==> src/rtl/pc_seq_pkg.sv <==
// Shared definitions for the PC sequencer: PCSrc encodings, FSM states and
// default reset/trap vectors.
package pc_seq_pkg;

  // PCSrc encodings; any other code selects the sequential target.
  localparam logic [2:0] SRC_SEQ    = 3'b000;
  localparam logic [2:0] SRC_BRANCH = 3'b001;
  localparam logic [2:0] SRC_REG    = 3'b010;
  localparam logic [2:0] SRC_JUMP   = 3'b011;
  localparam logic [2:0] SRC_RET    = 3'b101;

  typedef enum logic {
    ST_RUN     = 1'b0,
    ST_TRAPPED = 1'b1
  } pc_state_e;

  localparam logic [31:0] DEF_RESET_VECTOR = 32'h0000_0000;
  localparam logic [31:0] DEF_TRAP_VECTOR  = 32'h0000_0080;

  // A committed target must be word aligned.
  function automatic logic is_misaligned(input logic [1:0] lsb);
    return lsb != 2'b00;
  endfunction

endpackage

==> src/rtl/pc_seq_ras.sv <==
// Circular return-address stack. A push on a full stack overwrites the
// oldest entry; pop on empty is ignored. Push and pop together replace the
// top entry. Only instantiated when PC_SEQ_RAS_EN is defined.
module pc_seq_ras #(
  parameter int WIDTH = 32,
  parameter int DEPTH = 4
) (
  input  logic             clk,
  input  logic             rst_n,
  input  logic             push,
  input  logic             pop,
  input  logic [WIDTH-1:0] push_data,
  output logic [WIDTH-1:0] top,
  output logic             empty,
  output logic             full
);

  localparam int             PTR_W   = $clog2(DEPTH);
  localparam logic [PTR_W:0] DEPTH_C = (PTR_W + 1)'(DEPTH);

  logic [WIDTH-1:0] mem_q [DEPTH];
  logic [WIDTH-1:0] mem_d [DEPTH];
  logic [PTR_W-1:0] ptr_q, ptr_d;
  logic [PTR_W-1:0] top_idx;
  logic [PTR_W:0]   cnt_q, cnt_d;

  // ptr_q is the next free slot; the top sits one below it (wrapping).
  assign top_idx = ptr_q - PTR_W'(1);
  assign top     = mem_q[top_idx];
  assign empty   = (cnt_q == '0);
  assign full    = (cnt_q == DEPTH_C);

  // Next stack contents, pointer and occupancy.
  always_comb begin
    mem_d = mem_q;
    ptr_d = ptr_q;
    cnt_d = cnt_q;
    if (pop && !empty && push) begin
      mem_d[top_idx] = push_data;
    end else if (pop && !empty) begin
      ptr_d = top_idx;
      cnt_d = cnt_q - 1'b1;
    end else if (push) begin
      mem_d[ptr_q] = push_data;
      ptr_d        = ptr_q + PTR_W'(1);
      if (!full) cnt_d = cnt_q + 1'b1;
    end
  end

  // Pointer and count reset to an empty stack.
  always_ff @(posedge clk or negedge rst_n) begin
    if (!rst_n) begin
      ptr_q <= '0;
      cnt_q <= '0;
    end else begin
      ptr_q <= ptr_d;
      cnt_q <= cnt_d;
    end
  end

  // Entry storage needs no reset: it is never read while empty.
  always_ff @(posedge clk) begin
    mem_q <= mem_d;
  end

endmodule

==> src/rtl/pc_sequencer.sv <==
// Program-counter sequencer with misaligned-target trap FSM (RUN/TRAPPED).
// Optional return-address stack compiled in with `define PC_SEQ_RAS_EN;
// without it, return (101) behaves as register jump and ras_miss is 0.
// PCWrite is a one-cycle commit strobe: with state RUN and PCWrite=1 the
// selected target is taken at the next rising CLK edge; there is no stall.
module pc_sequencer
  import pc_seq_pkg::*;
#(
  parameter int               WIDTH        = 32,
  parameter logic [WIDTH-1:0] RESET_VECTOR = DEF_RESET_VECTOR[WIDTH-1:0],
  parameter logic [WIDTH-1:0] TRAP_VECTOR  = DEF_TRAP_VECTOR[WIDTH-1:0],
  parameter int               RAS_DEPTH    = 4
) (
  input  logic             CLK,
  input  logic             Reset,
  input  logic             PCWrite,
  input  logic [2:0]       PCSrc,
  input  logic [WIDTH-1:0] exten,
  input  logic [WIDTH-1:0] ReadData1,
  input  logic             ras_push,
  input  logic             trap_ack,
  output logic [WIDTH-1:0] PC,
  output logic [WIDTH-1:0] PC4,
  output logic [WIDTH-1:0] epc,
  output logic             trap,
  output logic             ras_miss,
  output pc_state_e        dbg_state
);

  pc_state_e        state_q, state_d;
  logic [WIDTH-1:0] pc_q, pc_d;
  logic [WIDTH-1:0] epc_q, epc_d;
  logic             ras_miss_q, ras_miss_d;
  logic [WIDTH-1:0] target;
  logic [WIDTH-1:0] ret_tgt;
  logic             ret_miss;
  logic             commit;

  assign PC4       = pc_q + WIDTH'(32'd4);
  assign PC        = pc_q;
  assign epc       = epc_q;
  assign trap      = (state_q == ST_TRAPPED);
  assign ras_miss  = ras_miss_q;
  assign dbg_state = state_q;

`ifdef PC_SEQ_RAS_EN
  logic [WIDTH-1:0] ras_top;
  logic             ras_empty;
  logic             unused_ras_full;

  pc_seq_ras #(
    .WIDTH (WIDTH),
    .DEPTH (RAS_DEPTH)
  ) u_ras (
    .clk       (CLK),
    .rst_n     (Reset),
    .push      (commit && ras_push),
    .pop       (commit && (PCSrc == SRC_RET)),
    .push_data (PC4),
    .top       (ras_top),
    .empty     (ras_empty),
    .full      (unused_ras_full)
  );

  // Return target: stack top, or ReadData1 with a miss when empty.
  always_comb begin
    ret_tgt  = ras_empty ? ReadData1 : ras_top;
    ret_miss = ras_empty;
  end
`else
  logic unused_ras_push;
  localparam int UNUSED_RAS_DEPTH = RAS_DEPTH;
  assign unused_ras_push = ras_push;

  // Without a stack, return behaves as a register jump.
  always_comb begin
    ret_tgt  = ReadData1;
    ret_miss = 1'b0;
  end
`endif

  // Target mux; branch/reg/jump never depend on the stack.
  always_comb begin
    case (PCSrc)
      SRC_BRANCH: target = PC4 + exten;
      SRC_REG:    target = ReadData1;
      SRC_JUMP:   target = {PC4[WIDTH-1:WIDTH-4], exten[WIDTH-5:2], 2'b00};
      SRC_RET:    target = ret_tgt;
      default:    target = PC4;
    endcase
  end

  // FSM next state: commit target, trap on misalignment, leave on ack.
  always_comb begin
    state_d    = state_q;
    pc_d       = pc_q;
    epc_d      = epc_q;
    ras_miss_d = 1'b0;
    commit     = 1'b0;
    case (state_q)
      ST_RUN: begin
        if (PCWrite) begin
          ras_miss_d = (PCSrc == SRC_RET) && ret_miss;
          if (is_misaligned(target[1:0])) begin
            state_d = ST_TRAPPED;
            pc_d    = TRAP_VECTOR;
            epc_d   = pc_q;
          end else begin
            pc_d   = target;
            commit = 1'b1;
          end
        end
      end
      ST_TRAPPED: begin
        if (trap_ack) state_d = ST_RUN;
      end
    endcase
  end

  // FSM state and registered outputs.
  always_ff @(posedge CLK or negedge Reset) begin
    if (!Reset) begin
      state_q    <= ST_RUN;
      pc_q       <= RESET_VECTOR;
      epc_q      <= '0;
      ras_miss_q <= 1'b0;
    end else begin
      state_q    <= state_d;
      pc_q       <= pc_d;
      epc_q      <= epc_d;
      ras_miss_q <= ras_miss_d;
    end
  end

endmodule
==> config.mk <==
export PLATFORM = sky130hd
export DESIGN_NAME = pc_sequencer
export DESIGN_NICKNAME = d
export VERILOG_FILES = /design/src/rtl/pc_seq_pkg.sv /design/src/rtl/pc_seq_ras.sv /design/src/rtl/pc_sequencer.sv
export SDC_FILE = /design/constraint.sdc
export NUM_CORES = 1
export LEC_CHECK = 0
export CAP_MARGIN = 10
export CORE_MARGIN = 5
export CORE_UTILIZATION = 53
export DETAILED_ROUTE_END_ITERATION = 8
export PLACE_DENSITY_LB_ADDON = 0.12
export SETUP_SLACK_MARGIN = 0.02
export SLEW_MARGIN = 20
export SYNTH_ARGS = -nofsm -noshare
export SYNTH_HDL_FRONTEND = slang
export SYNTH_SLANG_ARGS = --single-unit
==> constraint.sdc <==
create_clock -name CLK -period 6.5 [get_ports CLK]
set_input_delay 1.625 -clock CLK [delete_from_list [all_inputs] [get_ports CLK]]
set_output_delay 1.625 -clock CLK [all_outputs]
set_load 0.05 [all_outputs]
==> qor.yml, run 1 <==
status: "finished clean"
tightest_slew_ns: 1.20
hold_viol: 0
ys_ff_latch: 65
fin_worst_skew_ns: 0.0148
yosysMostFrequentCell: "nand2_1"
synthTopCellsByCount: "81 x nand2_1, 76 x o21ai_0, 65 x dfrtp_1, 63 x nor2_1, 55 x a21oi_1"
cts_htree_levels: 3
layout.nets: 980
slew_viol_final: 0
start_util_pct: 54.2
slew_headroom_pct: 19.8
setup_viol: 0
cts_sinks: 65
dieHeight_um: 116
final_layout_size_suffix_gt1_share_pct: 9.38
grt_pass1_wl_um: 33100
syn_area_per_cell_um2: 8.21
routedWlPerCell_um: 20.8
grt-ovfl-total: 0
power_density_nw_per_um2: 369
clockBufferDepth: 2
rows: 38
cts_hold_buf: 0
synthCells: 719
cp_max_fo: 7
clkTransAtPathRegs_ns: 0.08
crit_path_end_kind: "output port"
die-area_um2: 13300
critPathArrivalTime_ns: 3.58
wirelength_um: 21100
power.leakage_nw: 3.31
dpl.hpwl_um: 15900
met2WireLength_um: 9780
cts.repair.resized: 0
ys_warn_count: 0
async_flop_share_pct: 100
finalPower_mw: 2.89
synth-edff-count: 0
min_path_type: "register to register"
vias: 6496
synth_area_um2: 5900
drtAntennaViolNets: 0
core_area_um2: 10900
syn-num-nets: 830
die_w_um: 116
io_pins: 171
met1_length_um: 8410
drt_iter0_markers: 728
routabilityCongestion: 0.913
grt_pass1_vias: 6334
reg2regPathDepth: 17
hold-path-cell-count: 2
grt_max_degree: 66
ys_top_cells_by_area: "dfrtp_1 28%, ha_1 8.1%, o21ai_0 6.4%, mux2_2 5.5%, nand2_1 5.2%"
cp-start-kind: "register"
synth.top_cell.area_share_pct: 27.6
fin_crit_sh_pct: 80.0
path_class: "register to output port"
fin_crit_ns: 5.20
top_layer: "met4"
yosysUniqueCellTypes: 73
yosys.area.top_type: "dfrtp_1"
wl_met3_um: 2450
antenna_found_initial: 0
cts_made_buffers: 9
antennaDiodeCount: 0
crit_required_ns: 4.88
port_buffers: 168
syn2layout_area_growth_pct: 32.9
drv_cap: 0
tritoncts: "yes"
drtPass1Iterations: 5
fin_setup_tns_ns: 0
clk_latency_ns: 0.36
fmax_ghz: 0.192
cts-root-buf: "clkbuf_8"
ir_worst_vdd_mv: 0.257
remaining_drc_errors: 0
rsz0062_at_grt: "false"
post_cts_buffers: 0
synth_flop_cell: "dfrtp_1"
ys_seq_area_share_pct: 27.6
fillers: 880
via_per_inst: 6.41
grt.total_usage_pct: 31.6
==> final timing paths <==
kind	start	to	slack [ns]
min in group asynchronous	Reset	epc[6]	1.46
min reg2reg	epc[2]	epc[2]	0.49
max reg2reg	PC[2]	PC[28]	2.12
max	PC[2]	PC4[30]	1.30
min	epc[2]	epc[2]	0.49
max in group asynchronous	Reset	PC[15]	4.48
==> cell type report <==
| class | instances | area [µm²] | area share (%) |
|---|---|---|---|
| clock buffer | 9 | 124 | 1.58 |
| clock inverter | 7 | 95.1 | 1.21 |
| inverter | 18 | 67.6 | 0.862 |
| multi-input combinational | 597 | 4010 | 51.1 |
| sequential | 65 | 1630 | 20.7 |
| tap | 140 | 175 | 2.23 |
| timing repair buffer | 178 | 1750 | 22.3 |
==> layer usage <==
metal | vias up | global-route usage (%)
met5 | - | 0
met4 | 0 | 10.5
met3 | 49 | 7.21
met2 | 433 | 51.6
met1 | 3074 | 41.6
li1 | 2940 | -
==> cell families after synthesis <==
group	after synthesis	share of synthesized area, %
AND/OR/NAND/NOR	217	16.7
multiplexers	32	6.04
XOR/XNOR	54	8.14
flip-flops	65	27.6
adder cells (fa/ha/maj)	39	8.39
AO/OA/AOI/OAI	254	28.5
other	1	0.0635
buffers and inverters	57	4.56
==> power by group <==
| group | internal [mW] | switching [mW] |
|---|---|---|
| combinational | 0.663 | 1.18 |
| clock | 0.216 | 0.173 |
| sequential | 0.520 | 0.140 |
| total | 1.40 | 1.49 |
==> placed cells by master, fill, tap and decap left out, types with 3 or more instances in the layout <==
| cell type | count |
|---|---|
| buf_4 | 10 |
| mux2_2 | 29 |
| o22ai_1 | 19 |
| and3_1 | 6 |
| a211oi_1 | 4 |
| ha_1 | 38 |
| a311oi_1 | 4 |
| a22oi_1 | 4 |
| nand3_1 | 16 |
| xor2_1 | 21 |
| mux2i_1 | 3 |
| dfrtp_1 | 65 |
| nor2_1 | 63 |
| o21bai_1 | 3 |
| nor2b_1 | 5 |
| a221oi_1 | 7 |
| nor3_1 | 9 |
| nand4_1 | 14 |
| o211ai_1 | 9 |
| o21ai_2 | 3 |
| o21ai_1 | 7 |
| a21o_1 | 16 |
| or3_1 | 4 |
| clkdlybuf4s50_1 | 166 |
| inv_1 | 18 |
| clkbuf_8 | 9 |
| nand2b_1 | 6 |
| a31oi_1 | 9 |
| o21ai_0 | 75 |
| a21oi_1 | 55 |
| nand2_1 | 81 |
| xnor2_1 | 32 |
| o311ai_0 | 3 |
| o221ai_1 | 6 |
==> per-stage QoR <==
| step | util, % | instance area [µm²] | hold WS, ns | setup WS [ns] | std cells |
|---|---|---|---|---|---|
| final | 72.0 | 7840 | 0.487 | 1.30 | 1014 |
| after floorplan | - | 5900 | 0.757 | 1.82 | 719 |
| after detailed placement | 70.0 | 7620 | 0.477 | 1.69 | 998 |
| after CTS | 72.0 | 7840 | 0.493 | 1.38 | 1014 |
| after global placement | 70.0 | 7620 | 0.463 | 1.70 | 998 |
| after global routing | 72.0 | 7840 | 0.524 | 1.19 | 1014 |
==> state kept, by name, indices dropped and copies added, names as in the netlist <==
register / flops
PC: 32
dbg_state: 1
epc: 32
==> worst max-delay path: stages (launching register included) <==
cell	delay, ns
dfrtp_1	0.50
ha_1	0.26
nand3_1	0.20
nor2_1	0.41
and2_1	0.37
nand4_1	0.18
xnor2_1	0.42
clkdlybuf4s50_1	0.90
Note: power is estimated with default switching activity, not from simulation.
==> run 2: changes to the inputs <==
- CORE_UTILIZATION: 53 -> 44
- clock period: 6.5 -> 4.7 ns (I/O delays scaled with it)
==> qor.yml, run 2 (synthesized netlist as in run 1, its figures left out) <==
drtAntennaViolNets: 0
fin_crit_ns: 4.50
clk_latency_ns: 0.34
slew_headroom_pct: 50.2
routabilityCongestion: 1.02
syn2layout_area_growth_pct: 38.1
final_util_pct: 61.8
grt_max_degree: 37
wirelength_um: 21700
fmax_ghz: 0.222
max_stage_delay_ns: 0.86
vias: 6398
timing.rr.start: "PC[2]"
critPathArrivalTime_ns: 3.32
grt.total_usage_pct: 26.8
cp_max_fo: 8
clkTransAtPathRegs_ns: 0.06
dpl.cell_count: 1048
cts_sinks: 65
routedWlPerCell_um: 20.4
seqCellArea_um2: 1630
mostFrequentLayoutCells: "157 x clkdlybuf4s50_1, 81 x nand2_1, 75 x o21ai_0"
grt-ovfl-total: 0
grt_pass1_wl_um: 34300
antenna_found_initial: 0
cts-root-buf: "clkbuf_16"
post-place-ws_ns: 0.381
crit_required_ns: 3.52
tritoncts: "yes"
final_common_cell: "clkdlybuf4s50_1"
path_class: "register to output port"
hold_viol: 0
fin_worst_skew_ns: 0.00824
via_per_inst: 6.01
slew_viol_final: 0
cts_made_buffers: 9
switching_share_pct: 49.0
cell_internal_pwr_mw: 2.17
reg2regPathDepth: 15
power_frac_comb_pct: 60.2
status: "finished clean"
fin_setup_tns_ns: 0
ir_worst_vdd_mv: 0.264
tightest_slew_ns: 0.747
final_layout_size_suffix_gt1_share_pct: 10.9
grt_pass1_vias: 6182
start_util_pct: 44.8
drtPass1Iterations: 7
reg2reg_setup_slack_ns: 0.37
fin_crit_sh_pct: 95.7
multi_input_area_um2: 4020
fin_cells: 1064
clockBufferDepth: 2
fillers: 1147
die_w_um: 126
min_from: "epc[5]"
rsz0062_at_grt: "false"
cp_slowest_cell: "clkdlybuf4s50_1"
drt_iter0_markers: 616
power.switching_mw: 2.09
rr_endpoint: "PC[25]"
sequentialPowerShare_pct: 21.1
core_area_um2: 13200
timing.final.ws_setup_ns: 0.202
cts_htree_levels: 3
worstHoldEndpoint: "epc[5]"
worst_hold_slack_ns: 0.485
startpoint: "PC[10]"
hold-path-cell-count: 2
dpl.hpwl_um: 16600
crit_path_cell_trace: "nand3_1 -> nor3_2 -> nand2_1 -> nor3_2 -> nand2_1 -> xnor2_1 -> clkdlybuf4s50_1"
power.leakage_nw: 3.56
power_density_nw_per_um2: 523
power_frac_clock_pct: 18.7
dieHeight_um: 126
remaining_drc_errors: 0
crit_path_end_kind: "output port"
setup_viol: 0
port_buffers: 168
min_path_type: "register to register"
antennaDiodeCount: 0
cp-start-kind: "register"
rows: 42
layout.nets: 994
io_pins: 171
drv_cap: 0
die-area_um2: 15800
## run 2: final cells by class
type                       instances  share of cell area, %
multi-input combinational        597                   49.3
clock buffer                      10                   2.81
timing repair buffer             192                   23.0
inverter                          18                  0.829
sequential                        65                   20.0
clock inverter                     6                   1.43
tap                              176                   2.70
## run 2: power by group through the flow
| stage | clock, mW | combinational (mW) | sequential [mW] |
|---|---|---|---|
| floorplan | 0 | 1.19 | 1.43 |
| global placement | 0 | 2.52 | 0.899 |
| detailed placement | 0 | 2.55 | 0.909 |
| CTS | 0.806 | 2.56 | 0.899 |
| global route | 0.829 | 2.72 | 0.927 |
| finish | 0.798 | 2.57 | 0.900 |
## run 2: worst max-delay path: cells and delay by family, from the launching register on
family                    cells  cell delay [ns]
xor gates and xnor gates      1             0.29
and+or+nand+nor               5             1.33
buffers and inverters         1             0.86
DFF                           1             0.51
## run 2: layer usage
layer  share of wire [%]  up-vias  track usage [%]
li1                    -     2972                -
met1                  44     3045             38.0
met2                  45      344             42.1
met3                 9.0       37             4.95
met4                 1.8        0             7.70
met5                   0        -                0
## run 2: timing repair
item	CTS	global route
resized for setup	0	9
setup endpoints to repair	0	9
buffers inserted	0	0
hold buffers	0	0
## run 2: worst max-delay path by stage
stage	to	slack, ns
floorplan	PC[31]	0.09
global placement	PC[28]	0.43
detailed placement	PC[26]	0.38
CTS	PC4[16]	0.07
global route	PC4[29]	0.04
finish	PC4[29]	0.20
## run 2: through the flow
step / power, mW / area (µm²)
2_1_floorplan: 2.62 / 5910
3_3_place_gp: 3.42 / 7780
3_5_place_dp: 3.46 / 7780
4_1_cts: 4.27 / 8130
5_1_grt: 4.47 / 8150
6_report: 4.26 / 8150
